<file path="src/rtl/pixel_flow_if.sv">
// Pixel stream bundle: upstream pixel handshake, downstream pixel handshake and status.
// The slave modport is the buffering block's view; master is the surrounding system's view.
interface pixel_flow_if #(
  parameter int X_W   = 11,
  parameter int Y_W   = 12,
  parameter int CH    = 3,
  parameter int CH_W  = 8,
  parameter int DEPTH = 4
);
  logic                        in_valid;
  logic                        in_ready;
  logic signed [X_W-1:0]       x_in;
  logic signed [Y_W-1:0]       y_in;
  logic [CH*CH_W-1:0]          pix_in;
  logic                        clip_en;
  logic                        out_valid;
  logic                        out_ready;
  logic signed [X_W-1:0]       x_out;
  logic signed [Y_W-1:0]       y_out;
  logic [CH*CH_W-1:0]          pix_out;
  logic                        frame_done;
  logic [15:0]                 drop_count;
  logic [$clog2(DEPTH):0]      level;

  modport slave (
    input  in_valid, x_in, y_in, pix_in, clip_en, out_ready,
    output in_ready, out_valid, x_out, y_out, pix_out, frame_done, drop_count, level
  );

  modport master (
    output in_valid, x_in, y_in, pix_in, clip_en, out_ready,
    input  in_ready, out_valid, x_out, y_out, pix_out, frame_done, drop_count, level
  );
endinterface

</file>
<file path="src/rtl/pixel_flow.sv">
// First-word fall-through pixel buffer with optional off-screen clipping,
// a saturating drop counter and an end-of-frame pulse on the last pixel popped.
module pixel_flow #(
  parameter int X_W   = 11,
  parameter int Y_W   = 12,
  parameter int CH    = 3,
  parameter int CH_W  = 8,
  parameter int DEPTH = 4,
  parameter int X_MAX = 31,
  parameter int Y_MAX = 31
) (
  input  logic         clk,
  input  logic         rst_n,
  pixel_flow_if.slave  bus
);
  localparam int PW = $clog2(DEPTH);
  localparam int LW = PW + 1;
  localparam int CW = CH * CH_W;
  localparam logic [LW-1:0]        FULL  = LW'(DEPTH);
  localparam logic signed [X_W-1:0] X_LIM = X_W'(X_MAX);
  localparam logic signed [Y_W-1:0] Y_LIM = Y_W'(Y_MAX);

  typedef struct packed {
    logic signed [X_W-1:0] x;
    logic signed [Y_W-1:0] y;
    logic [CW-1:0]         pix;
  } entry_t;

  entry_t          mem [DEPTH];
  entry_t          head;
  logic [PW-1:0]   wr_q, wr_d, rd_q, rd_d;
  logic [LW-1:0]   level_q, level_d;
  logic [15:0]     drop_q, drop_d;
  logic            frame_q, frame_d;
  logic            in_hs, out_hs, off_screen, push;

  // Sign bit catches negative coordinates; the upper bound compare is signed.
  assign off_screen = bus.x_in[X_W-1] || (bus.x_in > X_LIM) ||
                      bus.y_in[Y_W-1] || (bus.y_in > Y_LIM);
  assign head       = mem[rd_q];

  // NOTE: every variable gets a default before any branch so no latch is inferred.
  always_comb begin
    in_hs   = bus.in_valid && (level_q < FULL);
    out_hs  = (level_q != '0) && bus.out_ready;
    push    = in_hs && !(bus.clip_en && off_screen);
    wr_d    = push   ? wr_q + PW'(1) : wr_q;
    rd_d    = out_hs ? rd_q + PW'(1) : rd_q;
    drop_d  = drop_q;
    level_d = level_q;
    frame_d = out_hs && (head.x == X_LIM) && (head.y == Y_LIM);
    if (in_hs && bus.clip_en && off_screen && (drop_q != 16'hFFFF))
      drop_d = drop_q + 16'd1;
    unique case ({push, out_hs})
      2'b10:   level_d = level_q + LW'(1);
      2'b01:   level_d = level_q - LW'(1);
      default: level_d = level_q;
    endcase
  end

  // NOTE: non-blocking assignments keep every register updating from pre-edge values.
  always_ff @(posedge clk) begin
    if (!rst_n) begin
      wr_q    <= '0;
      rd_q    <= '0;
      level_q <= '0;
      drop_q  <= '0;
      frame_q <= 1'b0;
    end else begin
      wr_q    <= wr_d;
      rd_q    <= rd_d;
      level_q <= level_d;
      drop_q  <= drop_d;
      frame_q <= frame_d;
    end
  end

  // NOTE: storage is deliberately not reset; outputs are masked to 0 while empty.
  always_ff @(posedge clk) begin
    if (push)
      mem[wr_q] <= '{x: bus.x_in, y: bus.y_in, pix: bus.pix_in};
  end

  assign bus.in_ready   = (level_q < FULL);
  assign bus.out_valid  = (level_q != '0);
  assign bus.x_out      = bus.out_valid ? head.x   : '0;
  assign bus.y_out      = bus.out_valid ? head.y   : '0;
  assign bus.pix_out    = bus.out_valid ? head.pix : '0;
  assign bus.frame_done = frame_q;
  assign bus.drop_count = drop_q;
  assign bus.level      = level_q;
endmodule

</file>
<file path="src/flat_wrapper.sv">
// flat-port wrapper written by rule: the top's interface ports become plain ports
module pixel_flow_flat 
#(
  parameter int X_W   = 11,
  parameter int Y_W   = 12,
  parameter int CH    = 3,
  parameter int CH_W  = 8,
  parameter int DEPTH = 4,
  parameter int X_MAX = 31,
  parameter int Y_MAX = 31
)
  (clk, rst_n, bus_in_valid, bus_x_in, bus_y_in, bus_pix_in, bus_clip_en, bus_out_ready, bus_in_ready, bus_out_valid, bus_x_out, bus_y_out, bus_pix_out, bus_frame_done, bus_drop_count, bus_level);
  pixel_flow_if #(.X_W(X_W), .Y_W(Y_W), .CH(CH), .CH_W(CH_W), .DEPTH(DEPTH)) bus_i ();
  input  logic clk;
  input  logic rst_n;
  input wire logic [$bits(bus_i.in_valid)-1:0] bus_in_valid;
  input wire logic [$bits(bus_i.x_in)-1:0] bus_x_in;
  input wire logic [$bits(bus_i.y_in)-1:0] bus_y_in;
  input wire logic [$bits(bus_i.pix_in)-1:0] bus_pix_in;
  input wire logic [$bits(bus_i.clip_en)-1:0] bus_clip_en;
  input wire logic [$bits(bus_i.out_ready)-1:0] bus_out_ready;
  output wire logic [$bits(bus_i.in_ready)-1:0] bus_in_ready;
  output wire logic [$bits(bus_i.out_valid)-1:0] bus_out_valid;
  output wire logic [$bits(bus_i.x_out)-1:0] bus_x_out;
  output wire logic [$bits(bus_i.y_out)-1:0] bus_y_out;
  output wire logic [$bits(bus_i.pix_out)-1:0] bus_pix_out;
  output wire logic [$bits(bus_i.frame_done)-1:0] bus_frame_done;
  output wire logic [$bits(bus_i.drop_count)-1:0] bus_drop_count;
  output wire logic [$bits(bus_i.level)-1:0] bus_level;
  assign bus_i.in_valid = bus_in_valid;
  assign bus_i.x_in = bus_x_in;
  assign bus_i.y_in = bus_y_in;
  assign bus_i.pix_in = bus_pix_in;
  assign bus_i.clip_en = bus_clip_en;
  assign bus_i.out_ready = bus_out_ready;
  assign bus_in_ready = bus_i.in_ready;
  assign bus_out_valid = bus_i.out_valid;
  assign bus_x_out = bus_i.x_out;
  assign bus_y_out = bus_i.y_out;
  assign bus_pix_out = bus_i.pix_out;
  assign bus_frame_done = bus_i.frame_done;
  assign bus_drop_count = bus_i.drop_count;
  assign bus_level = bus_i.level;
  pixel_flow #(.X_W(X_W), .Y_W(Y_W), .CH(CH), .CH_W(CH_W), .DEPTH(DEPTH), .X_MAX(X_MAX), .Y_MAX(Y_MAX)) u_core (.clk(clk), .rst_n(rst_n), .bus(bus_i));
endmodule
</file>
<file path="config.mk">
export PLATFORM = sky130hd
export DESIGN_NAME = pixel_flow_flat
export DESIGN_NICKNAME = d
export VERILOG_FILES = /design/src/rtl/pixel_flow_if.sv /design/src/rtl/pixel_flow.sv /design/src/flat_wrapper.sv
export SDC_FILE = /design/constraint.sdc
export NUM_CORES = 1
export LEC_CHECK = 0
export BUFFER_PORTS_ARGS = -buffer_cell sky130_fd_sc_hd__buf_4
export CAP_MARGIN = 0
export CORE_ASPECT_RATIO = 0.9
export CORE_MARGIN = 5
export CORE_UTILIZATION = 50
export DETAILED_ROUTE_END_ITERATION = 10
export PLACE_DENSITY = 0.74
export RECOVER_POWER = 100
export SYNTH_ARGS = -nofsm -noshare
export SYNTH_HDL_FRONTEND = slang
export SYNTH_SLANG_ARGS = --single-unit
</file>
<file path="constraint.sdc">
create_clock -name clk -period 3.03 [get_ports clk]
set_clock_uncertainty 0.1 [all_clocks]
set_input_delay 0.606 -clock clk [delete_from_list [all_inputs] [get_ports clk]]
set_output_delay 0.606 -clock clk [all_outputs]
set_load 0.005 [all_outputs]
</file>
==> impl_metrics.tcl <==
set metrics [dict create \
    cts_resized 0 \
    synth.area.top_cells "edfxtp_1 (67%), mux4_2 (13%), dfxtp_1 (6.1%)" \
    ys_warn_count 0 \
    die_h_um 133 \
    root_buffer "clkbuf_16" \
    holdPathEnd "u_core.mem[1][16]" \
    synth_edf_count 188 \
    gp_congestion 0.782 \
    synth_mux_area_frac 0.131 \
    crit_fanout 12 \
    n_fill_cell 1258 \
    period_minus_slack_ns 2.83 \
    routedWlPerCell_um 20.5 \
    synthAdderAreaFrac 0.0112 \
    ys_ff_latch 214 \
    cts_sinks 214 \
    cp-end-kind "output pin" \
    final_core_util 0.614 \
    grt_remaining_overflow 0 \
    io_buffers 120 \
    drt_wl_total_mm 17.2 \
    crit_type "reg -> out" \
    htreeDepth 1 \
    layout-drive-gt1-share 0.289 \
    synthArstFlopShare 0 \
    finalHoldViolCount 0 \
    cellLeakagePower_nw 3.44 \
    first_global_vias 5034 \
    hpwl_mm 11.3 \
    rrSetupSlack_ns 0.65 \
    synth_top_area_cell "edfxtp_1" \
    regToRegEndpoint "u_core.bus.drop_count[3]" \
    synthMostInstantiatedCell "edfxtp_1" \
    fp.coreArea_um2 16800 \
    worstHoldPathCells 1 \
    groute.usage.overall 0.177 \
    post_cts_buffers 0 \
    dieArea_um2 19600 \
    fmax_mhz 354 \
    diodes 0 \
    rows 45 \
    synth_area_per_cell_um2 18.4 \
    synthToLayoutAreaGrowth_pct 21.8 \
    tritoncts "done" \
    fin_crit_sh 0.933 \
    hold_start "bus_pix_in[16]" \
    tightest_slew_ns 0.821 \
    num_vias 4654 \
    drc 0 \
    synth_area_um2 8470 \
    setup_violations 0 \
    postRouteAntennaNets 0 \
    via_per_inst 5.54 \
    synth_top_family_by_area "multiplexers" \
    drt-pass1-iter-count 5 \
    clkTransAtPathRegs_ns 0.06 \
    synthXorXnorAreaFrac 0.00724 \
    crit-reg2reg-launch "u_core.bus.drop_count[7]" \
    irDropWorstVdd_mv 0.547 \
    rsz0062_at_grt "no" \
    clock_latency_ns 0.50 \
    cts_hold_buffers 0 \
    netlist.area_leader.share 0.667 \
    outcome "finished clean" \
    start_util 0.505 \
    synth_simple_gate_area_frac 0.0882 \
    netlist_instances 461 \
    min_path_type "in -> reg" \
    crit_arrival_ns 2.12 \
    ys.flop_type "edfxtp_1" \
    slew_headroom 0.453 \
    grt_pass1_wl_mm 27.1 \
    num_io_pins 121 \
    drv_cap 0 \
    cts_buffers 22 \
    clockBufferDepth 3 \
    nNetsFinal 672 \
    dp_slack_ns 0.164 \
    synth_common_cells "edfxtp_1 (188), and2_1 (53), mux4_2 (47)" \
    drtIter0Drc 274 \
    die_x_um 147 \
    p_per_area_nw_per_um2 800 \
    slew_viol_final 0 \
    grt_max_degree 49 \
    ys_types 47 \
    antenna_found_initial 2 \
    timing.final.ws_setup_ns 0.202 \
    synth_compound_area_frac 0.0173 \
    synth_seq_area_share 0.728 \
    rr_worst_depth 5 \
    cp-start-kind "flop" \
    worstPathRequired_ns 2.32 \
    tns_ns 0 \
    synth_nets 520 \
]
[stage by stage]
step	power, mW	cell area (um2)	hold WS (ns)	instances
finish	8.24	10300	0.262	840
global route	8.64	10300	0.248	840
CTS	8.35	10500	0.181	832
detailed placement	5.59	9760	0.377	792
global placement	5.55	9760	0.371	792
floorplan	4.61	8470	0.373	461
[worst max-delay path by stage]
stage,depth (start not counted),to
6_report,4,bus_x_out[5]
5_1_grt,8,u_core.mem[3][26]
4_1_cts,4,bus_x_out[5]
3_5_place_dp,12,u_core.bus.level[2]
3_3_place_gp,12,u_core.bus.level[2]
2_1_floorplan,4,u_core.mem[0][0]
[routing by layer]
layer	global-route usage	part of all wire	vias to the layer above
li1	-	-	2111
met1	0.229	0.41	2334
met2	0.302	0.50	173
met3	0.0446	0.067	32
met4	0.0450	0.023	4
met5	0	0.0016	-
[kinds of logic after synthesis]
group,count (synthesis)
fa+ha+maj,7
mux,52
xor+xnor,7
flops,214
compound gates,24
buf+inv,31
simple gates,126
[critical path: stages, from the launching register on]
cell	delay, ns
dfxtp_4	0.45
buf_4	0.24
mux4_2	0.56
and2_0	0.21
buf_4	0.15
[placed cells by master, fill, tap and decap left out, drive strengths merged, types with 3 or more instances in the layout]
cell / n
bufinv: 3
mux4: 47
nor4: 5
mux2i: 5
inv: 12
ha: 6
clkinv: 5
nand3: 7
nor2: 17
nor3: 4
buf: 58
or3: 7
nand4: 3
and2: 53
nand2: 14
clkbuf: 120
xnor2: 3
xor2: 4
edfxtp: 188
dfxtp: 26
a21oi: 11
o21ai: 6
[power breakdown]
part | internal [mW] | switching [mW] | leakage (nW)
sequential | 3.35 | 0.0864 | 1.92
combinational | 1.12 | 0.922 | 1.15
clock | 1.70 | 1.07 | 0.366
[flip-flops by register name (all words and copies together), names as in the netlist, named ones only]
signal	flops
u_core.mem	188
u_core.wr_q	2
u_core.bus.level	3
u_core.bus.drop_count	16
u_core.rd_q	2
u_core.bus.frame_done	1
[final cells by class]
class | instances | area, um2 | share of cell area
Inverter | 12 | 45.0 | 0.00437
Clock buffer | 31 | 624 | 0.0606
Clock inverter | 9 | 135 | 0.0131
Tap cell | 211 | 264 | 0.0256
Multi-Input combinational cell | 216 | 2140 | 0.207
Sequential cell | 214 | 6170 | 0.599
Timing Repair Buffer | 147 | 931 | 0.0903
Note: power is estimated with default switching activity, not from simulation.
